## src/rtl/imem_access_ctrl_if.sv

```systemverilog
// Bundle of the fetch, loader and IMEM-side signals around imem_access_ctrl.
// The slave modport is the controller's view; master is the surrounding system.
`ifndef IMEM_ADDR_W
`define IMEM_ADDR_W 5
`endif
`ifndef IMEM_W
`define IMEM_W 32
`endif

interface imem_access_ctrl_if #(
    parameter int ADDR_W = `IMEM_ADDR_W,
    parameter int DATA_W = `IMEM_W
);
    // fetch side
    logic              f_req;
    logic [ADDR_W-1:0] f_addr;
    logic              f_gnt;
    logic              f_rvalid;
    logic [DATA_W-1:0] f_rdata;
    logic              core_stall;
    // loader / debug side
    logic              d_req;
    logic              d_we;
    logic [ADDR_W-1:0] d_addr;
    logic [DATA_W-1:0] d_wdata;
    logic              d_boot_done;
    logic              d_gnt;
    logic              d_rvalid;
    logic [DATA_W-1:0] d_rdata;
    logic              err;
    // IMEM port
    logic [ADDR_W-1:0] mem_addr;
    logic              mem_we;
    logic [DATA_W-1:0] mem_wdata;
    logic [DATA_W-1:0] mem_rdata;

    modport slave (
        input  f_req, f_addr, d_req, d_we, d_addr, d_wdata, d_boot_done, mem_rdata,
        output f_gnt, f_rvalid, f_rdata, core_stall,
               d_gnt, d_rvalid, d_rdata, err,
               mem_addr, mem_we, mem_wdata
    );

    modport master (
        output f_req, f_addr, d_req, d_we, d_addr, d_wdata, d_boot_done, mem_rdata,
        input  f_gnt, f_rvalid, f_rdata, core_stall,
               d_gnt, d_rvalid, d_rdata, err,
               mem_addr, mem_we, mem_wdata
    );
endinterface

```

## src/rtl/imem_access_ctrl.sv

```systemverilog
// Single-port IMEM arbiter: BOOT phase gives the loader the port, RUN gives fetch
// fixed priority with a starvation guard. Read data is registered (fetch output reg).
`ifndef IMEM_ADDR_W
`define IMEM_ADDR_W 5
`endif
`ifndef IMEM_W
`define IMEM_W 32
`endif

module imem_access_ctrl #(
    parameter int ADDR_W     = `IMEM_ADDR_W,
    parameter int DATA_W     = `IMEM_W,
    parameter int DEPTH      = 16,
    parameter int STARVE_MAX = 4
) (
    input  logic               clk,
    input  logic               rst_n,
    imem_access_ctrl_if.slave  bus
);

    typedef enum logic {BOOT = 1'b0, RUN = 1'b1} state_t;

    typedef struct packed {
        logic              gnt;
        logic              we;
        logic [ADDR_W-1:0] addr;
    } acc_t;

    localparam logic [3:0]      SMAX    = 4'(STARVE_MAX);
    localparam logic [ADDR_W:0] DEPTH_L = (ADDR_W+1)'(DEPTH);

    state_t            state, state_nxt;
    logic [3:0]        starve;
    logic              f_gnt, d_gnt;
    acc_t              acc;
    logic              in_rng;
    logic [DATA_W-1:0] rd_word;

    logic              f_rvalid_q, d_rvalid_q, err_q;
    logic [DATA_W-1:0] f_rdata_q, d_rdata_q;

    // state register
    always_ff @(posedge clk or negedge rst_n) begin
        if (!rst_n) state <= BOOT;
        else        state <= state_nxt;
    end

    // next state: RUN is terminal, so boot_done is ignored once there
    always_comb begin
        state_nxt = state;
        if (state == BOOT && bus.d_boot_done) state_nxt = RUN;
    end

    // grant outputs
    always_comb begin
        f_gnt = 1'b0;
        d_gnt = 1'b0;
        case (state)
            BOOT: d_gnt = bus.d_req;
            RUN: begin
                if (bus.d_req && starve == SMAX) begin
                    d_gnt = 1'b1;
                end else begin
                    f_gnt = bus.f_req;
                    d_gnt = bus.d_req & ~bus.f_req;
                end
            end
            default: ;
        endcase
    end

    // counts loader cycles lost to fetch; any grant or idle loader clears it
    always_ff @(posedge clk or negedge rst_n) begin
        if (!rst_n)
            starve <= '0;
        else if (state == RUN && bus.d_req && !d_gnt)
            starve <= (starve == SMAX) ? SMAX : starve + 4'd1;
        else
            starve <= '0;
    end

    always_comb begin
        acc.gnt  = f_gnt | d_gnt;
        acc.we   = d_gnt & bus.d_we;
        acc.addr = d_gnt ? bus.d_addr : bus.f_addr;
    end

    assign in_rng  = {1'b0, acc.addr} < DEPTH_L;
    assign rd_word = in_rng ? bus.mem_rdata : '0;

    always_ff @(posedge clk or negedge rst_n) begin
        if (!rst_n) begin
            f_rvalid_q <= 1'b0;
            f_rdata_q  <= '0;
            d_rvalid_q <= 1'b0;
            d_rdata_q  <= '0;
            err_q      <= 1'b0;
        end else begin
            f_rvalid_q <= f_gnt;
            if (f_gnt) f_rdata_q <= rd_word;
            d_rvalid_q <= d_gnt & ~bus.d_we;
            if (d_gnt && !bus.d_we) d_rdata_q <= rd_word;
            if (acc.gnt && !in_rng) err_q <= 1'b1;
        end
    end

    assign bus.f_gnt      = f_gnt;
    assign bus.d_gnt      = d_gnt;
    assign bus.core_stall = bus.f_req & ~f_gnt;
    assign bus.f_rvalid   = f_rvalid_q;
    assign bus.f_rdata    = f_rdata_q;
    assign bus.d_rvalid   = d_rvalid_q;
    assign bus.d_rdata    = d_rdata_q;
    assign bus.err        = err_q;
    assign bus.mem_addr   = acc.addr;
    assign bus.mem_we     = acc.we & in_rng;
    assign bus.mem_wdata  = bus.d_wdata;

endmodule

```

## src/flat_wrapper.sv

```systemverilog
// flat-port wrapper written by rule: the top's interface ports become plain ports
module imem_access_ctrl_flat 
#(
    parameter int ADDR_W     = `IMEM_ADDR_W,
    parameter int DATA_W     = `IMEM_W,
    parameter int DEPTH      = 16,
    parameter int STARVE_MAX = 4
)
  (clk, rst_n, bus_f_req, bus_f_addr, bus_d_req, bus_d_we, bus_d_addr, bus_d_wdata, bus_d_boot_done, bus_mem_rdata, bus_f_gnt, bus_f_rvalid, bus_f_rdata, bus_core_stall, bus_d_gnt, bus_d_rvalid, bus_d_rdata, bus_err, bus_mem_addr, bus_mem_we, bus_mem_wdata);
  imem_access_ctrl_if #(.ADDR_W(ADDR_W), .DATA_W(DATA_W)) bus_i ();
  input  logic clk;
  input  logic rst_n;
  input wire logic [$bits(bus_i.f_req)-1:0] bus_f_req;
  input wire logic [$bits(bus_i.f_addr)-1:0] bus_f_addr;
  input wire logic [$bits(bus_i.d_req)-1:0] bus_d_req;
  input wire logic [$bits(bus_i.d_we)-1:0] bus_d_we;
  input wire logic [$bits(bus_i.d_addr)-1:0] bus_d_addr;
  input wire logic [$bits(bus_i.d_wdata)-1:0] bus_d_wdata;
  input wire logic [$bits(bus_i.d_boot_done)-1:0] bus_d_boot_done;
  input wire logic [$bits(bus_i.mem_rdata)-1:0] bus_mem_rdata;
  output wire logic [$bits(bus_i.f_gnt)-1:0] bus_f_gnt;
  output wire logic [$bits(bus_i.f_rvalid)-1:0] bus_f_rvalid;
  output wire logic [$bits(bus_i.f_rdata)-1:0] bus_f_rdata;
  output wire logic [$bits(bus_i.core_stall)-1:0] bus_core_stall;
  output wire logic [$bits(bus_i.d_gnt)-1:0] bus_d_gnt;
  output wire logic [$bits(bus_i.d_rvalid)-1:0] bus_d_rvalid;
  output wire logic [$bits(bus_i.d_rdata)-1:0] bus_d_rdata;
  output wire logic [$bits(bus_i.err)-1:0] bus_err;
  output wire logic [$bits(bus_i.mem_addr)-1:0] bus_mem_addr;
  output wire logic [$bits(bus_i.mem_we)-1:0] bus_mem_we;
  output wire logic [$bits(bus_i.mem_wdata)-1:0] bus_mem_wdata;
  assign bus_i.f_req = bus_f_req;
  assign bus_i.f_addr = bus_f_addr;
  assign bus_i.d_req = bus_d_req;
  assign bus_i.d_we = bus_d_we;
  assign bus_i.d_addr = bus_d_addr;
  assign bus_i.d_wdata = bus_d_wdata;
  assign bus_i.d_boot_done = bus_d_boot_done;
  assign bus_i.mem_rdata = bus_mem_rdata;
  assign bus_f_gnt = bus_i.f_gnt;
  assign bus_f_rvalid = bus_i.f_rvalid;
  assign bus_f_rdata = bus_i.f_rdata;
  assign bus_core_stall = bus_i.core_stall;
  assign bus_d_gnt = bus_i.d_gnt;
  assign bus_d_rvalid = bus_i.d_rvalid;
  assign bus_d_rdata = bus_i.d_rdata;
  assign bus_err = bus_i.err;
  assign bus_mem_addr = bus_i.mem_addr;
  assign bus_mem_we = bus_i.mem_we;
  assign bus_mem_wdata = bus_i.mem_wdata;
  imem_access_ctrl #(.ADDR_W(ADDR_W), .DATA_W(DATA_W), .DEPTH(DEPTH), .STARVE_MAX(STARVE_MAX)) u_core (.clk(clk), .rst_n(rst_n), .bus(bus_i));
endmodule
```

## config.mk

```make
export PLATFORM = sky130hd
export DESIGN_NAME = imem_access_ctrl_flat
export DESIGN_NICKNAME = d
export VERILOG_FILES = /design/src/rtl/imem_access_ctrl_if.sv /design/src/rtl/imem_access_ctrl.sv /design/src/flat_wrapper.sv
export SDC_FILE = /design/constraint.sdc
export NUM_CORES = 1
export LEC_CHECK = 0
export ABC_CLOCK_PERIOD_IN_PS = 3500
export CORE_MARGIN = 2
export CORE_UTILIZATION = 41
export CTS_CLUSTER_SIZE = 30
export DETAILED_ROUTE_END_ITERATION = 10
export HOLD_SLACK_MARGIN = 0.12
export PLACE_DENSITY = 0.88
export SETUP_SLACK_MARGIN = 0.1
export SYNTH_ARGS = -nofsm -noshare
export SYNTH_HDL_FRONTEND = slang
export SYNTH_SLANG_ARGS = --single-unit
```

## constraint.sdc

```tcl
create_clock -name clk -period 3.5 [get_ports clk]
set_input_delay 1.05 -clock clk [delete_from_list [all_inputs] [get_ports clk]]
set_output_delay 1.05 -clock clk [all_outputs]
set_load 0.01 [all_outputs]
```

Yosys cells after proc, flatten, opt, wreduce, memory -nomap -nowiden
Index checks and enable logic that the tools add are counted.
Storage, ports and cells
  flip-flop bits (word level): 72
  input bits: 80
  output and inout bits: 108
  logic and storage cells: 37
Operators by class
  add/subtract/negate cells: 1
  magnitude comparators: 1
  eq/ne operators: 1
  mux-type cells: 8
  bitwise operators: 10
  reductions and logical operators: 9
Operators with widths (count)
  32-bit 2-to-1 mux: 1
  4-bit 2-to-1 mux: 2
  1-bit logical AND: 6
  1-bit bitwise AND: 5
  5-bit less-than comparator, second input constant: 1
  5-bit 2-to-1 mux: 1
  4-bit by 1-bit adder with 4-bit output, second input constant: 1
  4-bit by 3-bit == test with 1-bit output, second input constant: 1
  1-bit inverter: 4
  1-bit logical NOT: 3
  1-bit 2-to-1 mux: 3
  1-bit one-hot mux with 2 select lines: 1
  1-bit bitwise OR: 1

Longest topological paths before layout
Gate-level depths: netlist of the first run.
  depth after elaboration: 8
  gate-level depth with buffers: 7
  depth with buffers taken out: 6

Worst setup path before layout of the first run
Ideal clock, no wire load.
  path type: input to output
  start point: input bus_f_req
  end point: output bus_mem_addr[0]
  arrival time: 1.838 ns
  data required time: 2.450 ns
  slack: 0.612 ns
  stages on the path: 3
  buffers on the path: 0
  cell sequence: nand2_1 o21ai_4 mux2_2
On the way
  cells in the longest elaborated chain, start to end: 5
Ends and longest elaborated chain
  from (decl): RTL line flat_wrapper.sv:13  | input wire logic [$bits(bus_i.f_req)-1:0] bus_f_req;
  1-bit inverter: RTL line imem_access_ctrl.sv:65  | d_gnt = bus.d_req & ~bus.f_req;
  1-bit bitwise AND: RTL line imem_access_ctrl.sv:65
  1-bit 2-to-1 mux: RTL line imem_access_ctrl.sv:61  | if (bus.d_req && starve == SMAX) begin
  1-bit one-hot mux with 2 select lines: RTL line imem_access_ctrl.sv:58  | case (state)
  5-bit 2-to-1 mux: RTL line imem_access_ctrl.sv:85  | acc.addr = d_gnt ? bus.d_addr : bus.f_addr;
  to (decl): RTL line flat_wrapper.sv:29  | output wire logic [$bits(bus_i.mem_addr)-1:0] bus_mem_addr;
Every way passes these cells.

Final worst setup path of the first run
  start point: input bus_f_req
  end point: output bus_mem_addr[1]
Same word-level chain as after synthesis.

==> impl_metrics.tcl, run 1 <==
set metrics [dict create \
    layout_common_cells "clkdlybuf4s50_1, dfrtp_1, nor2b_1" \
    pin_count 188 \
    final_common_cell "clkdlybuf4s50_1" \
    crit_path_max_fanout 4 \
    syn_inst 245 \
    cts_made_buffers 9 \
    top_layer "met4" \
    drt_pass1_iterations 4 \
    worstMarginPinSlew_ns 0.799 \
    grt_setup_unrepaired "no" \
    crit_family "buffers and inverters" \
    nFillCells 650 \
    groute.usage.overall 0.186 \
    fin_cells 458 \
    wl_met2_microns 3980 \
    seqCellArea_sq_um 1800 \
    p_int_mw 1.52 \
    p_per_area_nw_per_um2 447 \
    ys_ff_latch 72 \
    synth.area.top_cells "dfrtp_1, a22o_1, buf_4, mux2_1, nor2b_1" \
    clkPwrFrac 0.313 \
    crit_buf_inv 3 \
    crit_top_cell "dlygate4sd2_1" \
    die_width_microns 93.4 \
    fin_skew_ns 0.00769 \
    synth_top_cell_area_share 0.550 \
    rows 32 \
    dpl.cell_count 438 \
    initial_core_util 0.424 \
    cts.path.max_buffers 2 \
    switchingPower_mw 0.535 \
    overflow 0 \
    netlist_area_sq_um 3280 \
    wire_per_inst_microns 17.4 \
    cts.sinks 72 \
    clock_latency_ns 0.34 \
    cp-start-kind "primary input" \
    fmax_mhz 300 \
    power_leakage_nw 2.04 \
    clk_pin_slew_ns 0.08 \
    cpPeakStageDelay_ns 0.31 \
    cts_tree "yes" \
    drc_errors 0 \
    slew_headroom 0.467 \
    fin_crit_sh 0.952 \
    pwr-share-seq 0.469 \
    switching_share 0.260 \
    synth_cell_types 28 \
    drive_gt1_frac 0.163 \
    n_antenna_cell 0 \
    hp-class "reg2reg" \
    startpoint "bus_f_req" \
    ir_drop_v 0.000231 \
    htreeDepth 3 \
    wl_microns 7960 \
    wl_met1_microns 3240 \
    hold_slack_ns 0.493 \
    regToRegStartpoint "u_core.starve[0]$_DFF_PN0_" \
    place.gp.congestion 0.826 \
    final_nets 433 \
    grt_max_degree 40 \
    drv_slew 0 \
    syn_to_final_growth_pct 40.4 \
    core_sq_um 7730 \
    ctsRootBufferMaster "clkbuf_8" \
    first_iter_violations 49 \
    critPathKind "in2out" \
    drt.antenna.violating_nets 0 \
    synth.net_count 327 \
    max-cap-violations 0 \
    synth_warnings 0 \
    die_y_microns 93.4 \
    vias_per_cell 5.08 \
    syn_area_per_cell_sq_um 13.4 \
    dr_total_vias 2327 \
    setup_viol 0 \
    worstSetupEndpointType "output port" \
    port_buffers 123 \
    yosysSeqAreaShare 0.550 \
    fin_crit_ns 3.33 \
    cts_hold_buffers 0 \
    antenna_found_initial 0 \
    multi_input_area_sq_um 1100 \
    worstHoldStart "u_core.bus.f_rdata[6]$_DFFE_PN0P_" \
    grt_pass1_vias 2486 \
    path_cells "dlygate4sd2_1 -> nand2_2 -> o21ai_4 -> buf_4 -> mux2_2 -> dlygate4sd2_1" \
    synth_top_cell_by_area "dfrtp_1" \
    wl_met3_microns 523 \
    power_frac_comb 0.218 \
    fin_total_pwr_mw 2.06 \
    post-dp-hpwl_microns 5530 \
    worst_path_max_delay_cell "mux2_2" \
    cp.arrival_ns 2.28 \
    outcome "complete, no violations" \
    worstPathRequired_ns 2.45 \
    timing.final.hold_violations 0 \
    die_area_sq_um 8720 \
    grt_pass1_wl_microns 12600 \
]
-- area by class of cell --
type,count,area share
inverters,5,0.00408
flip-flops and latches,72,0.392
multi-input cells,123,0.240
clock buffers,9,0.0269
clock inverters,7,0.0158
well taps,102,0.0277
repair buffers,140,0.294
-- Yosys cell counts (all sizes together) --
master   count
xnor2        2
dfrtp       72
a21oi        1
o21ai        1
ha           2
inv          5
mux2        37
a22o        32
and3         2
buf         42
clkbuf       3
nor2         1
or2          1
nor2b       33
a211o        1
nand3        1
nor4         2
and3b        1
a2111oi      1
a221o        1
nor3b        1
nand3b       1
nand2        1
and2         1
-- routing by layer --
layer,global-route usage,vias up
met1,0.230,1180
li1,-,1030
met2,0.308,87
met5,0,-
met4,0.0846,0
met3,0.0451,30
-- worst register-to-register path, stage by stage, from the launching register on --
cell	delay [ns]
dfrtp_1	0.40
inv_1	0.06
ha_1	0.21
and3b_2	0.28
a21oi_4	0.19
buf_4	0.45
mux2_2	0.40
-- cell families after synthesis --
logic type	Yosys count	share of synthesized area
compound gates	37	0.110
xor+xnor	2	0.00535
fa+ha+maj	2	0.00764
buf+inv	50	0.115
flops	72	0.550
mux	37	0.127
simple gates	45	0.0855
-- state kept, by name, indices dropped and copies added, names as in the netlist --
signal / count
u_core.bus.f_rvalid: 1
u_core.bus.err: 1
u_core.bus.d_rdata: 32
u_core.bus.f_rdata: 32
u_core.bus.d_rvalid: 1
u_core.starve: 4
u_core.state: 1
-- metrics by stage --
stage / worst slack, ns / utilization / TNS (ns) / area (sq um)
after global routing: 0.113 / 0.596 / 0 / 4600
final: 0.166 / 0.596 / 0 / 4600
after detailed placement: -0.310 / 0.567 / -1.97 / 4380
after global placement: -0.270 / 0.567 / -1.69 / 4380
after floorplan: 0.612 / - / 0 / 3280
after CTS: 0.178 / 0.595 / 0 / 4600
-- path summary, 6_finish.rpt --
| kind | endpoint | slack (ns) | depth (start not counted) |
|---|---|---|---|
| min in group asynchronous | u_core.bus.d_rdata[18]$_DFFE_PN0P_ | 0.79 | 1 |
| max in group asynchronous | u_core.bus.f_rdata[0]$_DFFE_PN0P_ | 2.01 | 2 |
| worst max-delay path | bus_mem_addr[1] | 0.17 | 6 |
| worst min-delay path | u_core.bus.f_rdata[6]$_DFFE_PN0P_ | 0.49 | 1 |
| worst max register to register | u_core.bus.f_rdata[23]$_DFFE_PN0P_ | 1.39 | 6 |
| worst min register to register | u_core.bus.f_rdata[6]$_DFFE_PN0P_ | 0.49 | 1 |
-- repair_timing --
item | 4_1_cts | 5_1_grt
gates resized for setup | 10 | 1
endpoints found under the hold margin | 0 | 0
setup buffers | 4 | 0
setup endpoints to repair | 9 | 1
pin swaps | 1 | 0
-- power by group through the flow --
stage | clock [mW] | sequential (mW) | combinational (mW)
floorplan | 0 | 1.01 | 0.165
global placement | 0 | 0.975 | 0.443
detailed placement | 0 | 0.979 | 0.456
CTS | 0.668 | 0.965 | 0.456
global route | 0.706 | 0.974 | 0.482
finish | 0.644 | 0.964 | 0.450
Power figures use the tool's default switching activity.
==> inputs of run 2 (changes only) <==
--- a/config.mk
+++ b/config.mk
@@ -12,6 +12,7 @@
 export DETAILED_ROUTE_END_ITERATION = 10
 export HOLD_SLACK_MARGIN = 0.12
 export PLACE_DENSITY = 0.88
+export RECOVER_POWER = 50
 export SETUP_SLACK_MARGIN = 0.1
 export SYNTH_ARGS = -nofsm -noshare
 export SYNTH_HDL_FRONTEND = slang
==> impl_metrics.tcl, run 2 (same netlist as run 1, synthesis figures left out) <==
set metrics [dict create \
    final_nets 433 \
    drive_gt1_frac 0.140 \
    grt_max_degree 40 \
    crit_path_max_fanout 4 \
    cts_hold_buffers 0 \
    power_frac_comb 0.217 \
    place.gp.congestion 0.826 \
    finalInstanceArea_sq_um 4560 \
    wire_per_inst_microns 17.3 \
    worstSetupEndpointType "output port" \
    place_ws_ns -0.310 \
    cts.sinks 72 \
    ctsRootBufferMaster "clkbuf_8" \
    post-dp-hpwl_microns 5530 \
    clkPwrFrac 0.314 \
    grt_pass1_vias 2486 \
    die_y_microns 93.4 \
    fin_crit_ns 3.35 \
    pin_count 188 \
    placed_area_sq_um 4380 \
    die_area_sq_um 8720 \
    worstHoldStart "u_core.bus.f_rdata[6]$_DFFE_PN0P_" \
    fmax_mhz 298 \
    vias_per_cell 5.11 \
    first_iter_violations 51 \
    power_leakage_nw 2.03 \
    fin_skew_ns 0.00779 \
    groute.usage.overall 0.186 \
    initial_core_util 0.424 \
    p_int_mw 1.52 \
    nFillCells 662 \
    cp-start-kind "primary input" \
    core_sq_um 7730 \
    setup_viol 0 \
    syn_to_final_growth_pct 39.2 \
    final_common_cell "clkdlybuf4s50_1" \
    drc_errors 0 \
    grt_setup_unrepaired "no" \
    switching_share 0.260 \
    critPathKind "in2out" \
    antenna_found_initial 0 \
    n_antenna_cell 0 \
    worstMarginPinSlew_ns 1.90 \
    drt_pass1_iterations 4 \
    cts_made_buffers 9 \
    htreeDepth 3 \
    drv_slew 34 \
    fin_crit_sh 0.957 \
    fin_total_pwr_mw 2.05 \
    rows 32 \
    outcome "finished, violations left" \
    max-cap-violations 1 \
    pwr-share-seq 0.469 \
    wl_microns 7950 \
    worstPathRequired_ns 2.45 \
    cts_tree "yes" \
    slew_headroom -0.268 \
    dpl.cell_count 438 \
    hp-class "reg2reg" \
    dr_total_vias 2342 \
    port_buffers 123 \
    clk_pin_slew_ns 0.08 \
    clock_latency_ns 0.34 \
    startpoint "bus_f_req" \
    p_per_area_nw_per_um2 450 \
    violations "max-capacitance violations, max-slew violations" \
    timing.final.hold_violations 0 \
    cp.arrival_ns 2.30 \
    regToRegStartpoint "u_core.starve[0]$_DFF_PN0_" \
    grt_pass1_wl_microns 12600 \
    die_width_microns 93.4 \
    switchingPower_mw 0.534 \
    cts.path.max_buffers 2 \
    layout_common_cells "clkdlybuf4s50_1, dfrtp_1, nor2b_1" \
    fin_ws_ns 0.149 \
    ir_drop_v 0.000231 \
    fin_cells 458 \
    drt.antenna.violating_nets 0 \
    overflow 0 \
]
[run 2: changes by cell type in the layout (fill, tap and decap cells not counted), sizes merged]
cell	delta
buf	-6
clkbuf	+6
clkdlybuf4s50	-1
dlygate4sd3	+1
[run 2: worst paths after layout]
path,to,slack (ns),cells past startpoint
worst min register to register,u_core.bus.f_rdata[6]$_DFFE_PN0P_,0.49,1
min in group asynchronous,u_core.bus.d_rdata[18]$_DFFE_PN0P_,1.22,1
max in group asynchronous,u_core.bus.d_rvalid$_DFF_PN0_,1.16,1
worst min-delay path,u_core.bus.f_rdata[6]$_DFFE_PN0P_,0.49,1
worst max register to register,u_core.bus.f_rdata[23]$_DFFE_PN0P_,1.07,6
worst max-delay path,bus_mem_addr[1],0.15,6
[run 2: layout make-up]
cell class	instances	area, sq um	share of cell area
Sequential cell	72	1800	0.395
Clock inverter	7	72.6	0.0159
Inverter	5	18.8	0.00411
Multi-Input combinational cell	123	1080	0.237
Timing Repair Buffer	140	1340	0.293
Tap cell	102	128	0.0280
Clock buffer	9	124	0.0272
[run 2: what timing repair did]
item | 4_1_cts | 5_1_grt
endpoints found under the hold margin | 0 | 0
setup buffers | 4 | 0
setup endpoints to repair | 9 | 1
pin swaps | 1 | 0
gates resized for setup | 10 | 1
[run 2: worst max-delay path: stages]
cell and delay (ns):
dlygate4sd2_1 0.23, nand2_1 0.11, o21ai_4 0.17, buf_4 0.14
mux2_2 0.31, dlygate4sd2_1 0.28
[run 2: layer usage]
| layer | GRT usage | vias up | share of wire | routed length, microns |
|---|---|---|---|---|
| met3 | 0.0451 | 30 | 0.065 | 517 |
| met2 | 0.308 | 87 | 0.50 | 3950 |
| met5 | 0 | - | 0 | 0 |
| met1 | 0.230 | 1193 | 0.41 | 3270 |
| li1 | - | 1032 | - | - |
| met4 | 0.0846 | 0 | 0.026 | 208 |
[run 2: per-stage QoR]
stage	setup TNS, ns	hold WS, ns	util
global placement	-1.69	0.468	0.567
global route	0	0.511	0.590
detailed placement	-1.97	0.472	0.567
finish	0	0.493	0.590
floorplan	0	0.454	-
CTS	0	0.498	0.595
[run 2: power groups by stage]
stage / sequential (mW) / combinational (mW) / clock (mW)
after global placement: 0.975 / 0.443 / 0
after floorplan: 1.01 / 0.165 / 0
final: 0.964 / 0.446 / 0.644
after detailed placement: 0.979 / 0.456 / 0
after CTS: 0.965 / 0.456 / 0.668
after global routing: 0.974 / 0.478 / 0.706
